### src/rtl/seg_pkg.sv
// Shared constants for the seven-segment capture block: segment patterns,
// digit strobe codes and the binary converter state encoding.
package seg_pkg;

  localparam logic [6:0] SEG_0     = 7'b1000000;
  localparam logic [6:0] SEG_1     = 7'b1111001;
  localparam logic [6:0] SEG_2     = 7'b0100100;
  localparam logic [6:0] SEG_3     = 7'b0110000;
  localparam logic [6:0] SEG_4     = 7'b0011001;
  localparam logic [6:0] SEG_5     = 7'b0010010;
  localparam logic [6:0] SEG_6     = 7'b0000010;
  localparam logic [6:0] SEG_7     = 7'b1111000;
  localparam logic [6:0] SEG_8     = 7'b0000000;
  localparam logic [6:0] SEG_9     = 7'b0010000;
  localparam logic [6:0] SEG_BLANK = 7'b1111111;

  localparam logic [3:0] AN_ONES = 4'b1110;
  localparam logic [3:0] AN_TENS = 4'b1101;
  localparam logic [3:0] AN_HUND = 4'b1011;
  localparam logic [3:0] AN_THOU = 4'b0111;
  localparam logic [3:0] AN_NONE = 4'b1111;

  typedef enum logic [1:0] {
    IDLE = 2'd0,
    CONV = 2'd1,
    DONE = 2'd2
  } conv_state_t;

  function automatic logic [15:0] mul10_add(
    input logic [15:0] acc,
    input logic [3:0]  d
  );
    return (acc << 3) + (acc << 1) + {12'd0, d};
  endfunction

endpackage

### src/rtl/seg_decode.sv
// Combinational segment decoder: active-low pattern -> {err, digit}.
// Ports: pattern[6:0] in; digit[3:0] out (4'hF if unknown); err out.
module seg_decode
  import seg_pkg::*;
(
  input  logic [6:0] pattern,
  output logic [3:0] digit,
  output logic       err
);

  always_comb begin
    digit = 4'hF;
    err   = 1'b0;
    unique case (1'b1)
      (pattern == SEG_0): digit = 4'd0;
      (pattern == SEG_1): digit = 4'd1;
      (pattern == SEG_2): digit = 4'd2;
      (pattern == SEG_3): digit = 4'd3;
      (pattern == SEG_4): digit = 4'd4;
      (pattern == SEG_5): digit = 4'd5;
      (pattern == SEG_6): digit = 4'd6;
      (pattern == SEG_7): digit = 4'd7;
      (pattern == SEG_8): digit = 4'd8;
      (pattern == SEG_9): digit = 4'd9;
      default: begin
        digit = 4'hF;
        err   = 1'b1;
      end
    endcase
  end

endmodule

### src/rtl/seven_segment_capture.sv
// Captures a multiplexed 4-digit seven-segment display into BCD frames.
// Ports: clk, rst_n (async low), seg[6:0], an[3:0] in; bcd[15:0],
// value[15:0], frame_valid, seg_err, overrun out.
// Macro SEG_BIN_CONV_EN builds the BCD-to-binary converter.
module seven_segment_capture
  import seg_pkg::*;
#(
  parameter int unsigned SETTLE_CYCLES = 0
) (
  input  logic        clk,
  input  logic        rst_n,
  input  logic [6:0]  seg,
  input  logic [3:0]  an,
  output logic [15:0] bcd,
  output logic [15:0] value,
  output logic        frame_valid,
  output logic        seg_err,
  output logic        overrun
);

  localparam logic [3:0] SETTLE = 4'(SETTLE_CYCLES);

  logic [6:0] seg_q, seg_p;
  logic [3:0] an_q, an_p;
  logic [3:0] cnt_q, cnt_d;
  logic       diff, sel_ok, cap, complete;
  logic [1:0] idx;

  logic [3:0] dec_digit;
  logic       dec_err;

  logic [3:0][3:0] slot_q, slot_m;
  logic [3:0]      err_q, err_m;
  logic [3:0]      seen_q, seen_m;

  seg_decode u_dec (
    .pattern (seg_q),
    .digit   (dec_digit),
    .err     (dec_err)
  );

  always_comb begin
    diff = {seg_q, an_q} != {seg_p, an_p};
    if (diff)
      cnt_d = 4'd0;
    else if (cnt_q == 4'd15)
      cnt_d = 4'd15;
    else
      cnt_d = cnt_q + 4'd1;
  end

  always_comb begin
    idx    = 2'd0;
    sel_ok = 1'b1;
    unique case (1'b1)
      (an_q == AN_ONES): idx = 2'd0;
      (an_q == AN_TENS): idx = 2'd1;
      (an_q == AN_HUND): idx = 2'd2;
      (an_q == AN_THOU): idx = 2'd3;
      default:           sel_ok = 1'b0;
    endcase
  end

  // A saturated count sitting on SETTLE must not recapture every cycle.
  always_comb begin
    cap = sel_ok && (cnt_d == SETTLE)
       && (diff || (cnt_q != SETTLE));
    slot_m = slot_q;
    err_m  = err_q;
    seen_m = seen_q;
    if (cap) begin
      slot_m[idx] = dec_digit;
      err_m[idx]  = dec_err;
      seen_m[idx] = 1'b1;
    end
    complete = cap && (&seen_m);
  end

  always_ff @(posedge clk or negedge rst_n) begin
    if (!rst_n) begin
      seg_q  <= SEG_BLANK;
      an_q   <= AN_NONE;
      seg_p  <= SEG_BLANK;
      an_p   <= AN_NONE;
      cnt_q  <= 4'd0;
      slot_q <= '0;
      err_q  <= '0;
      seen_q <= '0;
    end else begin
      seg_q  <= seg;
      an_q   <= an;
      seg_p  <= seg_q;
      an_p   <= an_q;
      cnt_q  <= cnt_d;
      slot_q <= slot_m;
      err_q  <= err_m;
      seen_q <= complete ? 4'd0 : seen_m;
    end
  end

`ifdef SEG_BIN_CONV_EN

  conv_state_t state_q, state_d;
  logic [1:0]  step_q;
  logic [15:0] acc_q, acc_d;
  logic [15:0] fbcd_q;
  logic        ferr_q;
  logic [3:0]  conv_digit;
  logic        last_step;

  always_comb begin
    state_d = state_q;
    unique case (state_q)
      IDLE:    if (complete) state_d = CONV;
      CONV:    if (step_q == 2'd3) state_d = DONE;
      DONE:    state_d = IDLE;
      default: state_d = IDLE;
    endcase
  end

  // Thousands digit first so acc*10+d builds the value MSD-down.
  always_comb begin
    conv_digit = fbcd_q[15:12];
    unique case (step_q)
      2'd0: conv_digit = fbcd_q[15:12];
      2'd1: conv_digit = fbcd_q[11:8];
      2'd2: conv_digit = fbcd_q[7:4];
      2'd3: conv_digit = fbcd_q[3:0];
      default: conv_digit = fbcd_q[3:0];
    endcase
    acc_d     = mul10_add(acc_q, conv_digit);
    last_step = (state_q == CONV) && (step_q == 2'd3);
  end

  assign overrun = complete && (state_q != IDLE);

  always_ff @(posedge clk or negedge rst_n) begin
    if (!rst_n) begin
      state_q     <= IDLE;
      step_q      <= 2'd0;
      acc_q       <= '0;
      fbcd_q      <= '0;
      ferr_q      <= 1'b0;
      bcd         <= '0;
      value       <= '0;
      seg_err     <= 1'b0;
      frame_valid <= 1'b0;
    end else begin
      state_q     <= state_d;
      frame_valid <= last_step;
      if ((state_q == IDLE) && complete) begin
        fbcd_q <= slot_m;
        ferr_q <= |err_m;
        acc_q  <= '0;
        step_q <= 2'd0;
      end
      if (state_q == CONV) begin
        acc_q  <= acc_d;
        step_q <= step_q + 2'd1;
      end
      if (last_step) begin
        bcd     <= fbcd_q;
        seg_err <= ferr_q;
        value   <= ferr_q ? 16'hFFFF : acc_d;
      end
    end
  end

`else

  assign value   = '0;
  assign overrun = 1'b0;

  always_ff @(posedge clk or negedge rst_n) begin
    if (!rst_n) begin
      bcd         <= '0;
      seg_err     <= 1'b0;
      frame_valid <= 1'b0;
    end else begin
      frame_valid <= complete;
      if (complete) begin
        bcd     <= slot_m;
        seg_err <= |err_m;
      end
    end
  end

`endif

endmodule

### config.mk
export PLATFORM = sky130hd
export DESIGN_NAME = seven_segment_capture
export DESIGN_NICKNAME = d
export VERILOG_FILES = /design/src/rtl/seg_pkg.sv /design/src/rtl/seg_decode.sv /design/src/rtl/seven_segment_capture.sv
export SDC_FILE = /design/constraint.sdc
export NUM_CORES = 1
export LEC_CHECK = 0
export CORE_MARGIN = 1
export CORE_UTILIZATION = 50
export CTS_CLUSTER_DIAMETER = 40
export DETAILED_ROUTE_END_ITERATION = 16
export GPL_TIMING_DRIVEN = 0
export HOLD_SLACK_MARGIN = 0.1
export PLACE_DENSITY_LB_ADDON = 0.2
export RECOVER_POWER = 50
export SETUP_SLACK_MARGIN = 0.1
export SYNTH_ARGS = -nofsm -noshare
export SYNTH_HDL_FRONTEND = slang
export SYNTH_SLANG_ARGS = --single-unit
export TNS_END_PERCENT = 100
### constraint.sdc
create_clock -name clk -period 7.85 [get_ports clk]
set_input_delay 1.57 -clock clk [delete_from_list [all_inputs] [get_ports clk]]
set_output_delay 1.57 -clock clk [all_outputs]
set_load 0.01 [all_outputs]
==> flow_metrics.env <==
export IMPL_cts_sinks=68
export IMPL_mappedNetlistArea_mm2=0.00289
export IMPL_critPathCaptureType="asynchronous set/reset pin"
export IMPL_grt_pass1_wl_um=8300
export IMPL_leakagePower_nw=1.43
export IMPL_yosys_area_top_type="dfrtp_1"
export IMPL_dp_hpwl_um=3230
export IMPL_drtIter0Drc=98
export IMPL_gp_congestion=0.774
export IMPL_fin_crit_sh_pct=53.9
export IMPL_yosysSeqAreaShare_pct=59.9
export IMPL_fin_area_mm2=0.00357
export IMPL_worst_path_max_delay_cell="clkbuf_1"
export IMPL_p_int_mw=0.777
export IMPL_max_cap_viol_count=1
export IMPL_area_delta_synth_final_pct=23.8
export IMPL_violations="capacitance limit, slew limit"
export IMPL_ant_nets=0
export IMPL_finalClockSkew_ns=0.0146
export IMPL_r2r_end="seg_err"
export IMPL_vias_per_cell=4.92
export IMPL_max_slew_margin_pct=-124
export IMPL_tns_ns=0
export IMPL_mostFrequentLayoutCells="dfrtp_1, mux2_2, clkdlybuf4s50_1"
export IMPL_ys_warn_count=0
export IMPL_swShare_pct=25.4
export IMPL_cts_resized_gates=0
export IMPL_cts_clk_slew_worst_paths_ns=0.07
export IMPL_seqPwrFrac_pct=44.4
export IMPL_cp_start_kind="input port"
export IMPL_vias=1736
export IMPL_n_fill_cell=452
export IMPL_die_x_um=78.0
export IMPL_crit_buf_inv=1
export IMPL_hold_violations=0
export IMPL_hold_buffers=0
export IMPL_regArea_mm2=0.00173
export IMPL_fin_util_pct=64.5
export IMPL_syn_inst=219
export IMPL_ys_ff_latch=68
export IMPL_cpLargestDelayFamily="buffers and inverters"
export IMPL_netlist_area_leader_share_pct=39.9
export IMPL_io_buffers=30
export IMPL_cts_buffers=9
export IMPL_track_usage_pct=18.5
export IMPL_layout_nets=291
export IMPL_clock_power_share_pct=33.9
export IMPL_synthTopCellsByArea="dfrtp_1, dfstp_2, mux2_2, buf_4, xor2_1"
export IMPL_min_delay_start="seg_q[0]"
export IMPL_p_total_mw=1.04
export IMPL_power_density_mw_per_mm2=292
export IMPL_worst_pin_slew_ns=3.36
export IMPL_htree_levels=3
export IMPL_finalMaxSlewViolations=69
export IMPL_clock_fmax_mhz=236
export IMPL_p_comb_share_pct=21.7
export IMPL_hold_class="register to register"
export IMPL_fin_crit_ns=4.23
export IMPL_overflow=0
export IMPL_path_class="input port to asynchronous set/reset pin"
export IMPL_hold_depth=0
export IMPL_place_area_mm2=0.00333
export IMPL_worst_hold_slack_ns=0.366
export IMPL_rows=27
export IMPL_path_cells="clkbuf_1"
export IMPL_ir_drop_mv=0.242
export IMPL_p_switching_mw=0.264
export IMPL_drc=0
export IMPL_rrSetupSlack_ns=4.84
export IMPL_rsz0062_at_grt="no"
export IMPL_cts_path_max_buffers=2
export IMPL_core_mm2=0.00554
export IMPL_critPathRequiredTime_ns=7.55
export IMPL_synthFlopType="dfrtp_1"
export IMPL_slowest_delay_ns=2.32
export IMPL_ios=48
export IMPL_wirelength_um=4870
export IMPL_cts_setup_buffers=0
export IMPL_setup_viol=0
export IMPL_drive_gt1_share_pct=32.0
export IMPL_layout_commonest_cell="dfrtp_1"
export IMPL_status="finished with violations"
export IMPL_cts_tree="built"
export IMPL_antenna_cells=0
export IMPL_grt_pass1_vias=1694
export IMPL_drt_first_pass_iters=4
export IMPL_rr_startpoint="cnt_q[0]"
export IMPL_async_reset_ff_share_pct=100
export IMPL_multi_input_area_mm2=0.00103
export IMPL_antenna_found_initial=0
export IMPL_clkLatencyLatePin_ns=0.36
export IMPL_synth_edf_count=0
export IMPL_postSynthAreaPerCell_um2=13.2
export IMPL_ctsRootBufferMaster="clkbuf_8"
export IMPL_die_h_um=78.0
export IMPL_reg2reg_depth=8
export IMPL_cp_max_fo=68
export IMPL_start_util_pct=52.1
export IMPL_dieArea_mm2=0.00608
export IMPL_cp_arrival_ns=3.93
export IMPL_post_drt_wl_per_cell_um=13.8
export IMPL_whs_endpoint="seg_p[0]"
export IMPL_synth_cell_types=46
export IMPL_grt_max_degree=69
==> registers in the layout (all words and copies together) (netlist names) <==
signal       cells
bcd             16
slot_q          16
seg_p            7
seg_q            7
an_p             4
an_q             4
cnt_q            4
err_q            4
seen_q           4
frame_valid      1
seg_err          1
==> metal layers <==
| metal | wire (um) | track usage [%] |
|---|---|---|
| met1 | 2230 | 24.0 |
| met2 | 2260 | 27.7 |
| met3 | 305 | 7.76 |
| met4 | 67 | 6.67 |
| met5 | 0 | 0 |
==> cells in the mapped netlist, drive strengths merged, types with 2 or more instances <==
cell type   n
nand3       6
mux2       36
nor2       16
nor4        2
xnor2       2
dfstp      22
buf        22
ha          2
nand2       4
a21oi       7
xor2       10
dfrtp      46
nand2b      4
a32o        2
inv         6
nor3b       2
nor3        4
nor2b       2
==> power by group through the flow <==
stage,clock (mW),sequential [mW],combinational (mW)
2_1_floorplan,0,0.483,0.0982
3_3_place_gp,0,0.468,0.226
3_5_place_dp,0,0.469,0.230
4_1_cts,0.360,0.465,0.232
5_1_grt,0.378,0.473,0.245
6_report,0.353,0.463,0.226
==> per-stage QoR <==
stage	setup WS, ns	instances
floorplan	5.35	235
finish	3.62	353
CTS	4.81	353
detailed placement	4.83	337
global route	2.82	353
global placement	3.09	337
==> cell families after synthesis <==
kind of cell	count (synthesis)	share of synthesized area, %
other	1	0.130
DFF	68	59.9
buffers and inverters	29	6.20
muxes	37	14.7
AOI/OAI and AO/OA	20	4.94
adders and majority gates	2	0.867
and+or+nand+nor	50	9.63
xor gates and xnor gates	12	3.64
==> worst max path at each step <==
stage	endpoint	cells past startpoint	startpoint
finish	cnt_q[2]	1	rst_n
detailed placement	seg_err	8	cnt_q[0]
global placement	cnt_q[1]	1	rst_n
CTS	seg_err	8	cnt_q[0]
global route	cnt_q[1]	1	rst_n
floorplan	seg_err	8	cnt_q[0]
==> layout make-up <==
| class | count | share of cell area, % |
|---|---|---|
| flip-flops and latches | 68 | 48.4 |
| multi-input cells | 138 | 28.9 |
| repair buffers | 30 | 8.23 |
| plain buffers | 23 | 4.38 |
| clock buffers | 9 | 3.47 |
| clock inverters | 7 | 3.47 |
| well taps | 72 | 2.52 |
| inverters | 6 | 0.631 |
Note: power is estimated with default switching activity, not from simulation.
